**src/rtl/ram_ctrl.sv**
```systemverilog
// ram_ctrl: sequencing controller in front of the 8x8 latch-based ram.
// Accepts single-word requests over valid/ready and drives the ram with a
// setup / strobe / hold sequence, so address, data and op are stable for a
// full cycle on each side of every select pulse. After reset it writes 0x00
// to all eight words before it accepts any request.
module ram_ctrl (
    input  logic       clk,
    input  logic       rst,
    input  logic       req_valid,
    output logic       req_ready,
    input  logic       req_op,
    input  logic [2:0] req_adr,
    input  logic [7:0] req_data,
    output logic       rsp_valid,
    output logic [7:0] rsp_data,
    output logic       init_done,
    output logic [7:0] ram_inp,
    output logic [2:0] ram_adr,
    output logic       ram_op,
    output logic       ram_sel,
    input  logic [7:0] ram_outp
);

    typedef enum logic [2:0] {
        INIT_SETUP,
        INIT_ACCESS,
        INIT_HOLD,
        IDLE,
        SETUP,
        ACCESS,
        HOLD
    } state_t;

    localparam logic [2:0] LAST_ADR = 3'd7;

    state_t     state, state_d;
    logic [2:0] clr_cnt, clr_cnt_d;

    // Next values of the registered outputs.
    logic       req_ready_d;
    logic       rsp_valid_d;
    logic [7:0] rsp_data_d;
    logic       init_done_d;
    logic [7:0] ram_inp_d;
    logic [2:0] ram_adr_d;
    logic       ram_op_d;
    logic       ram_sel_d;

    logic accept;
    assign accept = req_valid && req_ready;

    // State, sweep counter and output registers; reset returns everything to idle values.
    // NOTE: every register here uses <= so all of them update from the same pre-edge values.
    always_ff @(posedge clk) begin
        if (rst) begin
            state     <= INIT_SETUP;
            clr_cnt   <= 3'd0;
            req_ready <= 1'b0;
            rsp_valid <= 1'b0;
            rsp_data  <= 8'h00;
            init_done <= 1'b0;
            ram_inp   <= 8'h00;
            ram_adr   <= 3'd0;
            ram_op    <= 1'b0;
            ram_sel   <= 1'b0;
        end else begin
            state     <= state_d;
            clr_cnt   <= clr_cnt_d;
            req_ready <= req_ready_d;
            rsp_valid <= rsp_valid_d;
            rsp_data  <= rsp_data_d;
            init_done <= init_done_d;
            ram_inp   <= ram_inp_d;
            ram_adr   <= ram_adr_d;
            ram_op    <= ram_op_d;
            ram_sel   <= ram_sel_d;
        end
    end

    // Next-state logic. The first INIT_SETUP cycle after reset still shows the
    // reset bus (ram_op=0); it loads the clear-write fields and stays put, so the
    // strobe for address 0 sees a full stable setup cycle like every other one.
    always_comb begin
        // NOTE: a default assignment before the case keeps this purely combinational (no latch).
        state_d = state;
        unique case (state)
            INIT_SETUP:  state_d = ram_op ? INIT_ACCESS : INIT_SETUP;
            INIT_ACCESS: state_d = INIT_HOLD;
            INIT_HOLD:   state_d = (clr_cnt == LAST_ADR) ? IDLE : INIT_SETUP;
            IDLE:        state_d = accept ? SETUP : IDLE;
            SETUP:       state_d = ACCESS;
            ACCESS:      state_d = HOLD;
            HOLD:        state_d = IDLE;
            default:     state_d = INIT_SETUP;
        endcase
    end

    // Output logic: computes what each output register holds in the next state.
    always_comb begin
        clr_cnt_d   = clr_cnt;
        req_ready_d = 1'b0;
        rsp_valid_d = 1'b0;
        rsp_data_d  = rsp_data;
        init_done_d = init_done;
        ram_inp_d   = ram_inp;
        ram_adr_d   = ram_adr;
        ram_op_d    = ram_op;
        ram_sel_d   = 1'b0;
        unique case (state)
            INIT_SETUP: begin
                if (!ram_op) begin
                    ram_adr_d = clr_cnt;
                    ram_inp_d = 8'h00;
                    ram_op_d  = 1'b1;
                end else begin
                    ram_sel_d = 1'b1;
                end
            end
            INIT_ACCESS: begin
                ram_sel_d = 1'b0;
            end
            INIT_HOLD: begin
                if (clr_cnt == LAST_ADR) begin
                    clr_cnt_d   = 3'd0;
                    init_done_d = 1'b1;
                    req_ready_d = 1'b1;
                end else begin
                    clr_cnt_d = clr_cnt + 3'd1;
                    ram_adr_d = clr_cnt + 3'd1;
                    ram_inp_d = 8'h00;
                    ram_op_d  = 1'b1;
                end
            end
            IDLE: begin
                if (accept) begin
                    ram_op_d  = req_op;
                    ram_adr_d = req_adr;
                    ram_inp_d = req_data;
                end else begin
                    req_ready_d = 1'b1;
                end
            end
            SETUP: begin
                ram_sel_d = 1'b1;
            end
            ACCESS: begin
                // The ram drives outp only while selected for a read.
                if (!ram_op) begin
                    rsp_data_d  = ram_outp;
                    rsp_valid_d = 1'b1;
                end
            end
            HOLD: begin
                req_ready_d = 1'b1;
            end
            default: begin
                ram_sel_d = 1'b0;
            end
        endcase
    end

endmodule

```
**config.mk**
```make
export PLATFORM = sky130hd
export DESIGN_NAME = ram_ctrl
export DESIGN_NICKNAME = d
export VERILOG_FILES = /design/src/rtl/ram_ctrl.sv
export SDC_FILE = /design/constraint.sdc
export NUM_CORES = 1
export LEC_CHECK = 0
export CORE_MARGIN = 2
export CORE_UTILIZATION = 40
export DETAILED_ROUTE_END_ITERATION = 10
export GPL_ROUTABILITY_DRIVEN = 0
export PLACE_DENSITY = 0.75
export SYNTH_ARGS = -nofsm -noshare
export SYNTH_HDL_FRONTEND = slang
export SYNTH_SLANG_ARGS = --single-unit
export TNS_END_PERCENT = 10
```
**constraint.sdc**
```tcl
create_clock -name clk -period 1.59 [get_ports clk]
set_input_delay 0.318 -clock clk [delete_from_list [all_inputs] [get_ports clk]]
set_output_delay 0.318 -clock clk [all_outputs]
set_load 0.05 [all_outputs]
```
Word-level counts from Yosys, hierarchy flattened

Cells that the tools add are included.

Bits in registers: 30
Input bits: 23
Word-level logic and storage cells: 53

Add/subtract/negate cells: 1
Eq/ne operators: 10
Multiplexer cells: 22
Bitwise gates (word level): 2
Reductions and logical operators: 8

Operator list:

| operator            | number |
|---|---|
| $mux 8              | 3 |
| $pmux 8 s3          | 1 |
| $pmux 3 s7          | 1 |
| $mux 3              | 5 |
| $eq 3x3->1 const B  | 4 |
| $pmux 3 s3          | 1 |
| $mux 1              | 7 |
| $eq 3x2->1 const B  | 2 |
| $ne 2x2->1 const B  | 3 |
| $pmux 1 s3          | 2 |
| $reduce_and 2->1    | 2 |
| $reduce_and 4->1    | 1 |
| $add 3x1->3 const B | 1 |
| $eq 3x1->1 const B  | 1 |
| $logic_not 3->1     | 1 |
| $reduce_and 3->1    | 1 |
| $reduce_bool 3->1   | 1 |
| $mux 2              | 1 |
| $not 1->1           | 2 |
| $pmux 1 s2          | 1 |
| $reduce_or 2->1     | 1 |
| $logic_and 1x1->1   | 1 |

Logic depth before layout (Yosys ltp)

Gate-level depths: netlist (run 1).

Depth after elaboration: 3
Mapped depth: 6
Gate-level depth less buffers: 6

Worst setup path before layout (run 1)

No wires, ideal clock.

Path type: flip-flop to flip-flop
Start: reg clr_cnt[0]
End: reg ram_adr[0]
Setup time: 0.091 ns
Arrival: 1.425 ns
Slack: 0.074 ns
Stages on the path, launching flop included: 7
Buffers on the path: 0
Clock period less this slack: 1.516 ns
Cell sequence: dfxtp_1 ha_1 ha_1 a21o_1 a21oi_2 a21oi_1 a311oi_1

Word-level cells in the longest chain between the ends: 3

RTL lines:

| item                                                  | RTL line | RTL |
|---|---|---|
| start: declaration                                    | 37       | `logic [2:0] clr_cnt, clr_cnt_d;` |
| start signal: assignment                              | 68       | `clr_cnt <= clr_cnt_d;` |
| $add 3x1->3 / $eq 3x3->1 (equally long branches)      | 129, 123 |  |
| $mux 3 / $ne 2x2->1 (equally long branches)           | -        |  |
| $pmux 3 s3 / $reduce_and 4->1 (equally long branches) | -        |  |
| end signal: assignment                                | 74       | `ram_adr <= ram_adr_d;` |
| end: declaration                                      | 18       | `output logic [2:0] ram_adr,` |

Several ways; a longest one is shown, not always the timed one. The select of a mux whose other input is x is not followed.
A chain may end at the register's enable or synchronous reset.

Final worst setup path (run 1)

Start: reg clr_cnt[1]
End: reg ram_adr[0]

Word-level cells in the longest chain between the ends: 3

RTL lines:

| item                              | RTL line | RTL |
|---|---|---|
| $eq 3x3->1                        | 123      | `if (clr_cnt == LAST_ADR) begin` |
| $ne 2x2->1 (no source line)       | -        |  |
| $reduce_and 4->1 (no source line) | -        |  |

No other way between the ends.

==> reports/qor.csv, run 1 <==
metric,value,unit
grt_pass1_vias,1201,
endpoint_of_the_worst_hold_timing_path,rsp_data[0],
clock_skew,7.70,ps
slew_headroom,69.4,%
worstMarginPinSlew,457,ps
multiplexer_share_of_the_synthesized_area,9.94,%
netlist_top_cells_count,"sky130_fd_sc_hd__dfxtp_1 (30), sky130_fd_sc_hd__nand2_1 (27), sky130_fd_sc_hd__a21oi_1 (15), sky130_fd_sc_hd__mux2i_1 (12), sky130_fd_sc_hd__nor2_1 (11)",
worstSetupEndpointType,register,
critPathMaxFanout,5,
critPathKind,reg -> reg,
routed-via-count,1212,
grt_use_total,17.1,%
route.detailed.wl_per_inst,12.8,um
totalNegativeSetupSlack,0,ps
critical_path.reg2reg.startpoint,clr_cnt[1],
post_layout_total_power,0.00150,W
n_antenna_cell,0,
cts_root_buf,sky130_fd_sc_hd__clkbuf_4,
drc,0,
timing.hold.worst.start,rsp_data[0],
r2r_setup_slack,60,ps
outcome,"complete, no violations",
max_capacitance_violation_count,0,
initial_utilization,41.0,%
setup_fix_buffers_added_after_clock_tree_synthesis,0,
port_buffers,46,
synth_top_cell_by_area,sky130_fd_sc_hd__dfxtp_1,
post_synth_main_area_contributors,"sky130_fd_sc_hd__dfxtp_1 (44%), sky130_fd_sc_hd__mux2i_1 (8.8%), sky130_fd_sc_hd__nand2_1 (7.5%), sky130_fd_sc_hd__a21oi_1 (5.5%), sky130_fd_sc_hd__nand2b_1 (4.6%)",
cp_slowest_cell,sky130_fd_sc_hd__dfxtp_4,
worst_setup_path_start_kind,register,
drt_pre_antenna_iters,4,
grt_pass1_wl,5310,um
synth_top_family_by_area,simple AND/OR/NAND/NOR gates,
synth_compound_area_share,13.7,%
slew_viol_final,0,
fmax,654,MHz
grt_overflow_total,0,
cts-htree-levels,2,
area_delta_synth_final,44.5,%
tritoncts,yes,
post_synth_inst_count,144,
grt_antenna_before_repair,0,
final_antenna_net_count,0,
cts.sinks,30,
min_period_over_period,96.2,%
place_hpwl,2350,um
nFillCells,306,
finalCoreUtilization,59.3,%
grt_max_degree,15,
crit_path_cell_chain,ha_4 -> ha_4 -> a21o_1 -> a21oi_4 -> a21oi_1 -> a311oi_1,
worst-endpoint-arrival,1770,ps
worstRegToRegCells,6,
post-synth-top-count-cell,sky130_fd_sc_hd__dfxtp_1,
row_count,21,
preCtsSetupSlack,-102,ps
highest_ir_drop_seen_on_vdd,0.000443,V
ys.warnings.count,0,
power-per-cell-area,762,nW/um^2
die-width,62.3,um
timing.final.ws_setup,60.8,ps
syn-num-nets,170,
synth_enable_flop_cells,0,
clock_transition_at_the_registers_of_the_reported_paths,90,ps
numCtsBuffers,5,
num-nets-final,226,
asyncSetResetFlopFracSynth,0,%
wl,3160,um
worst_ep_required_time,1830,ps
synth.avg_cell_area,9.44,um^2
drive_above_1_share,29.4,%
rsz0062_at_grt,true,
finalCriticalPeriod,1530,ps
reg2reg_to,ram_adr[0],
setup_viol_count_final,0,
setup.worst_path.start,clr_cnt[1],
yosys.area_share.xor_xnor,0,%
ios,47,
detail_route.iter0.violations,39,
timing_hold_violations_final,0,
critical-path-top-cell-by-count,sky130_fd_sc_hd__ha_4,
cts_buffer_depth,2,
post_drt_via_cell_ratio,4.91,
post_syn_area,1360,um^2
dieArea,3880,um^2
synth.top_cell.area_share,44.2,%
timing.hold.worst_path_depth,2,
synth-main-ff-cell,sky130_fd_sc_hd__dfxtp_1,
floorplan.core_area,3310,um^2
yosys.cell_types.count,31,
die_y,62.3,um
yosys.area_share.simple,24.3,%
power.leakage,0.782,nW
seq_area_frac_synth,44.2,%
post_synth_fa_ha_maj_area_fraction,2.76,%
clock_latency,320,ps
crit_path_max_incr_delay,370,ps
hp-class,reg -> reg,
synth_seq_cells,30,
[flip-flops by register name (all words and copies together), names as in the netlist]
signal	count
ram_sel	1
rsp_valid	1
rsp_data	8
clr_cnt	3
req_ready	1
ram_op	1
state	3
ram_inp	8
ram_adr	3
init_done	1
[power by group]
| group | total, W | leakage, nW | internal (W) | switching, W |
|---|---|---|---|---|
| clock network | 0.000466 | 0.0353 | 0.000214 | 0.000252 |
| logic | 0.000249 | 0.502 | 0.000129 | 0.000120 |
| registers | 0.000781 | 0.244 | 0.000764 | 0.0000166 |
| total | 0.00150 | 0.782 | 0.00111 | 0.000389 |
[layout make-up]
cell class / count / area, um^2 / share of cell area (%)
Sequential cell: 30 / 606 / 30.8
Clock buffer: 7 / 55.1 / 2.80
Multi-Input combinational cell: 106 / 736 / 37.5
Tap cell: 46 / 57.6 / 2.93
Clock inverter: 1 / 5.00 / 0.255
Inverter: 1 / 3.75 / 0.191
Timing Repair Buffer: 56 / 500 / 25.5
[routing by layer]
| layer | global-route usage [%] | routed length [um] | vias up |
|---|---|---|---|
| li1 | - | - | 602 |
| met1 | 18.8 | 1270 | 559 |
| met2 | 29.6 | 1590 | 45 |
| met3 | 8.70 | 262 | 6 |
| met4 | 3.33 | 35 | 0 |
| met5 | 0 | 0 | - |
[worst max-delay path by stage]
stage | to | slack (ps) | cells after the start
floorplan | ram_adr[0] | 70 | 6
global route | ram_inp[4] | -10 | 6
CTS | ram_inp[5] | 10 | 6
detailed placement | ram_inp[5] | -100 | 5
finish | ram_adr[0] | 60 | 6
global placement | ram_inp[4] | -50 | 5
[critical path, delay by kind of cell, from the launching register on]
family                     cells  cell delay, ps
adders and majority gates      2             320
DFF                            1             370
AOI/OAI and AO/OA              4             760
[logic make-up after synthesis]
group,count (synthesis)
AO/OA/AOI/OAI,27
adder cells (fa/ha/maj),3
buffers and inverters,9
flip-flops,30
multiplexers,13
AND/OR/NAND/NOR,62
[stage by stage]
stage | instances | hold slack, ps | instance area [um^2]
4_1_cts | 246 | 462 | 1920
3_5_place_dp | 238 | 448 | 1850
3_3_place_gp | 238 | 444 | 1850
6_report | 247 | 460 | 1960
2_1_floorplan | 144 | 384 | 1360
5_1_grt | 247 | 485 | 1960
[timing repair]
item	4_1_cts	5_1_grt
pin swaps	2	5
cloned	0	1
gates resized for setup	2	8
hold buffers	0	0
endpoints found under the setup margin	12	12
[cell usage in the layout, fill, tap and decap left out, drive strengths merged, types with 3 or more instances in the layout]
master          n
mux2i          12
buf            34
clkbuf          7
dfxtp          30
a21oi          16
ha              3
nand2b         12
clkdlybuf4s50  22
o21ai           3
nor2           11
nand2          29
Note: power is estimated with default switching activity, not from simulation.
==> run 2: changes to the inputs <==
==> constraint.sdc (replaced) <==
create_clock -name clk -period 1.59 [get_ports clk]
set_input_delay 0.477 -clock clk [delete_from_list [all_inputs] [get_ports clk]]
set_output_delay 0.477 -clock clk [all_outputs]
set_load 0.05 [all_outputs]
==> run 2 against run 1 <==
- the flow now finishes with violations (negative setup slack)
- register-to-register slack worse by 50 ps
- power up 8.0%
- hold slack better by 37 ps
- largest cell class is now buffers
- combinational power up 10%
- via count up 2.3%
==> reports/qor.csv, run 2 (synthesis gave the netlist of run 1 again) <==
metric,value,unit,change
outcome,"complete, but fails checks",,
violations,negative setup slack,,
clock_skew,9.03,ps,+1.33 ps
num-nets-final,228,,+0.88%
worst-path-buf-inv,1,,+1
wl,3350,um,+6.3%
clock_latency,320,ps,about the same
row_count,21,,unchanged
area_delta_synth_final,67.5,%,
cts-htree-levels,2,,unchanged
critPathKind,in -> reg,,
worst-endpoint-arrival,1830,ps,+60 ps
power.leakage,0.862,nW,+10%
combPwrFrac,17.0,%,+0.4 points
finalHoldWorstSlack,497,ps,+37.4 ps
layout_top_registers,"ram_inp: 8 flops, rsp_data: 8 flops",,
ios,47,,unchanged
layout.cells.non_filler,249,,+0.81%
grt_max_degree,12,,-3
finalCriticalPeriod,1600,ps,+66.0 ps
mostFrequentLayoutCell,sky130_fd_sc_hd__dfxtp_1,,
tritoncts,yes,,
power-per-cell-area,710,nW/um^2,-6.9%
worst_setup_path_start_kind,input port,,
power_dissipated_by_switching_net_loads,0.000396,W,+1.8%
drive_above_1_share,31.0,%,+1.7 points
drc,0,,unchanged
grt_pass1_wl,5560,um,+4.8%
netSwitchingFraction,24.5,%,-1.5 points
timing_hold_violations_final,0,,unchanged
ctsHoldBuffers,0,,unchanged
die-width,62.3,um,unchanged
detail_route.iter0.violations,37,,-5.1%
cts_root_buf,sky130_fd_sc_hd__clkbuf_4,,
drt_pre_antenna_iters,4,,unchanged
timing.final.ws_setup,-5.24,ps,-66.0 ps
max_capacitance_violation_count,0,,unchanged
min_period_over_period,100,%,+4.2 points
worstSetupEndpointType,register,,
worst_ep_required_time,1820,ps,about the same
dieArea,3880,um^2,unchanged
numCtsBuffers,5,,unchanged
fmax,627,MHz,-4.1%
clock_power_share,34.3,%,+3.1 points
grt_antenna_before_repair,0,,unchanged
initial_utilization,41.0,%,unchanged
highest_ir_drop_seen_on_vdd,0.000445,V,+0.36%
critPathMaxFanout,5,,unchanged
worstMarginPinSlew,436,ps,-21.5 ps
nFillCells,276,,-9.8%
slew_headroom,70.8,%,+1.4 points
crit_path_cell_chain,clkdlybuf4s50_1 -> nand4_1 -> a21oi_4 -> nand2_4 -> mux2i_1,,
post_drt_via_cell_ratio,4.98,,+1.5%
final_antenna_net_count,0,,unchanged
cp_slowest_cell,sky130_fd_sc_hd__clkdlybuf4s50_1,,
port_buffers,46,,unchanged
clock_transition_at_the_registers_of_the_reported_paths,90,ps,about the same
crit_path_max_incr_delay,500,ps,+130 ps
floorplan.core_area,3310,um^2,unchanged
cts_buffer_depth,2,,unchanged
setup_viol_count_final,1,,+1
worst_path_dominant_cell_family,buffers and inverters,,
commonest_cells_after_routing_fill_and_taps_aside,"sky130_fd_sc_hd__dfxtp_1 (28), sky130_fd_sc_hd__nand2_1 (27), sky130_fd_sc_hd__buf_12 (24), sky130_fd_sc_hd__clkdlybuf4s50_1 (22), sky130_fd_sc_hd__a21oi_1 (15)",,
cts.sinks,30,,unchanged
route.detailed.wl_per_inst,13.5,um,+5.4%
routed-via-count,1240,,+2.3%
die_y,62.3,um,unchanged
slew_viol_final,0,,unchanged
place_hpwl,2510,um,+6.5%
place.detailed.instances,239,,+0.42%
power.internal,0.00122,W,+10%
grt_pass1_vias,1281,,+6.7%
grt_use_total,17.7,%,+0.65 points
hp-class,reg -> reg,,
rsz0062_at_grt,true,,
n_antenna_cell,0,,unchanged
grt_overflow_total,0,,unchanged
power_frac_seq,48.7,%,-3.5 points
## run 2: cell count changes in the layout (fill, tap and decap cells not counted), sizes merged
cell,previous run,this run
buf,34,36
clkbuf,7,8
clkinv,1,0
## run 2: routing by layer
metal	track usage, %	up-vias	wire length, um
met5	0	-	0
met4	5.83	0	23
met3	6.16	6	259
met2	33.7	45	1770
met1	17.9	578	1300
li1	-	611	-
## run 2: what timing repair did
| item | 4_1_cts | 5_1_grt |
|---|---|---|
| gates resized for setup | 2 | 9 |
| setup buffers | 0 | 1 |
| pin swaps | 2 | 5 |
| endpoints found under the setup margin | 12 | 12 |
| cloned | 0 | 1 |
## run 2: power by group through the flow
stage / Sequential, W / Combinational [W] / Clock [W]
2_1_floorplan: 0.000824 / 0.000110 / 0
3_3_place_gp: 0.000802 / 0.000252 / 0
3_5_place_dp: 0.000803 / 0.000258 / 0
4_1_cts: 0.000786 / 0.000262 / 0.000565
5_1_grt: 0.000789 / 0.000291 / 0.000612
6_report: 0.000787 / 0.000274 / 0.000554
## run 2: worst min-delay path: cells and delay by family, from the launching register on
family | cells | cell delay (ps)
and+or+nand+nor | 1 | 60
DFF | 1 | 340
AOI/OAI and AO/OA | 1 | 50
## run 2: final timing paths
check	depth (start not counted)	slack (ps)	startpoint	end
worst max-delay path	5	-5	req_valid	ram_inp[7]
worst min-delay path	2	500	rsp_data[6]	rsp_data[6]
worst max register to register	6	10	clr_cnt[1]	ram_inp[7]
worst min register to register	2	500	rsp_data[6]	rsp_data[6]
## run 2: final cells by class
cell class / count / area, um^2 / area share [%]
Inverter: 1 / 3.75 / 0.165
Timing Repair Buffer: 58 / 795 / 34.9
Clock buffer: 8 / 78.8 / 3.46
Multi-Input combinational cell: 106 / 738 / 32.4
Sequential cell: 30 / 603 / 26.5
Tap cell: 46 / 57.6 / 2.53
## run 2: through the flow
step	power (W)	setup slack, ps	util [%]	setup TNS (ps)	area, um^2
2_1_floorplan	0.000935	74.2	-	0	1360
3_3_place_gp	0.00105	-212	64.5	-2790	2130
3_5_place_dp	0.00106	-269	64.5	-3560	2130
4_1_cts	0.00161	9.98	67.2	0	2220
5_1_grt	0.00169	-72.0	68.7	-177	2280
6_report	0.00161	-5.24	68.7	-5.24	2280
==> run 3: changes to the inputs <==
- PLACE_DENSITY: 0.75 -> 0.74
==> run 3 against run 2 <==
- the run now ends clean
- combinational power is 2% higher
- global-route usage grew 0.31 points
- register-to-register slack better by 60 ps
- hold slack lost 0.69 ps
- count of clock-buffer cells in the layout shrank 2
- non-clock buffer count rose by 2
- cell count up 0.40%
- via count decreased by 1.2%
- largest power group unchanged
==> reports/qor.csv, run 3 (synthesis gave the netlist of run 1 again) <==
metric,value,unit,change
netSwitchingFraction,23.9,%,-0.60 points
crit_path_cell_chain,clkdlybuf4s50_1 -> nand4_1 -> a21oi_4 -> buf_4 -> nand2_4 -> mux2i_1,,
num-nets-final,230,,+0.88%
grt_overflow_total,0,,unchanged
drc,0,,unchanged
route.detailed.wl_per_inst,13.5,um,about the same
fmax,652,MHz,+4.1%
worstRegToRegCells,7,,+1
worstSetupEndpoint,ram_inp[6],,
timing.final.ws_setup,57.0,ps,+62.2 ps
post_drt_via_cell_ratio,4.90,,-1.6%
clock_transition_at_the_registers_of_the_reported_paths,90,ps,about the same
worstMarginPinSlew,451,ps,+15.4 ps
layout_top_registers,"ram_inp: 8 flops, rsp_data: 8 flops",,
r2r_setup_slack,70,ps,+60 ps
clock_skew,16.9,ps,+7.82 ps
setup.worst_path.start,req_valid,,
grt_max_degree,18,,+6
cts_root_buf,sky130_fd_sc_hd__clkbuf_4,,
critical_path.reg2reg.startpoint,clr_cnt[1],,
crit_path_max_incr_delay,520,ps,+20 ps
area_delta_synth_final,67.0,%,
cp_slowest_cell,sky130_fd_sc_hd__clkdlybuf4s50_1,,
worst-endpoint-arrival,1760,ps,-70 ps
numCtsBuffers,5,,unchanged
die_y,62.3,um,unchanged
setup_viol_count_final,0,,-1
port_buffers,46,,unchanged
tritoncts,yes,,
mostFrequentLayoutCell,sky130_fd_sc_hd__dfxtp_1,,
drt_pre_antenna_iters,4,,unchanged
highest_ir_drop_seen_on_vdd,0.000533,V,+20%
cts-htree-levels,2,,unchanged
final_antenna_net_count,0,,unchanged
clock_latency,330,ps,about the same
timing_hold_violations_final,0,,unchanged
preCtsSetupSlack,-250,ps,+19.0 ps
ios,47,,unchanged
slew_viol_final,0,,unchanged
grt_pass1_wl,5610,um,+0.86%
power.leakage,0.872,nW,+1.2%
cts_buffer_depth,2,,unchanged
clock_power_share,37.1,%,+2.8 points
wl,3370,um,+0.42%
max_capacitance_violation_count,0,,unchanged
power_dissipated_by_switching_net_loads,0.000405,W,+2.2%
grt_pass1_vias,1239,,-3.3%
dieArea,3880,um^2,unchanged
power-per-cell-area,746,nW/um^2,+5.1%
cts.sinks,30,,unchanged
floorplan.core_area,3310,um^2,unchanged
row_count,21,,unchanged
n_antenna_cell,0,,unchanged
drive_above_1_share,30.4,%,-0.64 points
placed_area,2130,um^2,-0.35%
place_hpwl,2500,um,about the same
worst_ep_required_time,1810,ps,about the same
power_frac_seq,46.4,%,-2.3 points
slew_headroom,69.8,%,-1.0 points
detail_route.iter0.violations,35,,-5.4%
outcome,"complete, no violations",,
reg2reg_to,ram_inp[6],,
initial_utilization,41.0,%,unchanged
critPathKind,in -> reg,,
commonest_cells_after_routing_fill_and_taps_aside,"sky130_fd_sc_hd__dfxtp_1 (29), sky130_fd_sc_hd__nand2_1 (27), sky130_fd_sc_hd__buf_12 (24), sky130_fd_sc_hd__clkdlybuf4s50_1 (22), sky130_fd_sc_hd__a21oi_1 (15)",,
finalCriticalPeriod,1530,ps,-62.2 ps
routed-via-count,1225,,-1.2%
combPwrFrac,16.5,%,-0.5 points
power.internal,0.00129,W,+5.6%
hp-class,reg -> reg,,
min_period_over_period,96.4,%,-3.9 points
die-width,62.3,um,unchanged
critPathMaxFanout,5,,unchanged
grt_antenna_before_repair,0,,unchanged
worst_setup_path_start_kind,input port,,
worstSetupEndpointType,register,,
finalInstanceArea,2270,um^2,-0.27%
grt_use_total,18.0,%,+0.31 points
-- run 3: layout make-up --
class	count	area [um^2]
fillers	267	1040
multi-input cells	106	719
clock buffers	6	51.3
inverters	1	3.75
flip-flops and latches	30	602
repair buffers	60	806
clock inverters	1	30.0
well taps	46	57.6
-- run 3: stage by stage --
| stage | TNS (ps) | power, W | hold WS, ps | utilization (%) | instances |
|---|---|---|---|---|---|
| after floorplan | 0 | 0.000935 | 467 | - | 144 |
| after global placement | -2440 | 0.00105 | 480 | 64.2 | 238 |
| after detailed placement | -2900 | 0.00106 | 486 | 64.2 | 238 |
| after CTS | 0 | 0.00168 | 498 | 66.9 | 245 |
| after global routing | -214 | 0.00175 | 527 | 68.6 | 250 |
| final | 0 | 0.00169 | 496 | 68.6 | 250 |
-- run 3: power groups by stage --
| stage | registers (W) | logic, W | clock network, W |
|---|---|---|---|
| floorplan | 0.000824 | 0.000110 | 0 |
| global placement | 0.000802 | 0.000250 | 0 |
| detailed placement | 0.000802 | 0.000255 | 0 |
| CTS | 0.000785 | 0.000259 | 0.000635 |
| global route | 0.000788 | 0.000298 | 0.000661 |
| finish | 0.000786 | 0.000279 | 0.000628 |
-- run 3: worst min-delay path by stage --
stage | from | to | slack (ps) | depth (start not counted)
floorplan | clr_cnt[1] | clr_cnt[1] | 470 | 2
finish | rsp_data[0] | rsp_data[0] | 500 | 2
CTS | rsp_data[0] | rsp_data[0] | 500 | 2
global route | rsp_data[4] | rsp_data[4] | 530 | 2
global placement | rsp_data[2] | rsp_data[2] | 480 | 2
detailed placement | rsp_data[0] | rsp_data[0] | 490 | 2
-- run 3: worst max-delay path: cells and delay by family --
kind	cells	cell delay (ps)
AOI/OAI and AO/OA	1	220
buffers and inverters	2	670
muxes	1	140
and+or+nand+nor	2	250
-- run 3: what timing repair did --
action                                 4_1_cts  5_1_grt
pin swaps                                    0        4
resized for setup                            1        5
setup endpoints to repair                   11       12
setup buffers                                0        4
endpoints found under the hold margin        0        0
hold buffers                                 0        0
gates cloned                                 0        1
-- run 3: metal layers --
layer / share of wire [%] / track usage, %
met5: 0 / 0
met1: 39 / 19.8
met2: 51 / 31.1
met3: 9.0 / 7.97
met4: 1.4 / 5.83
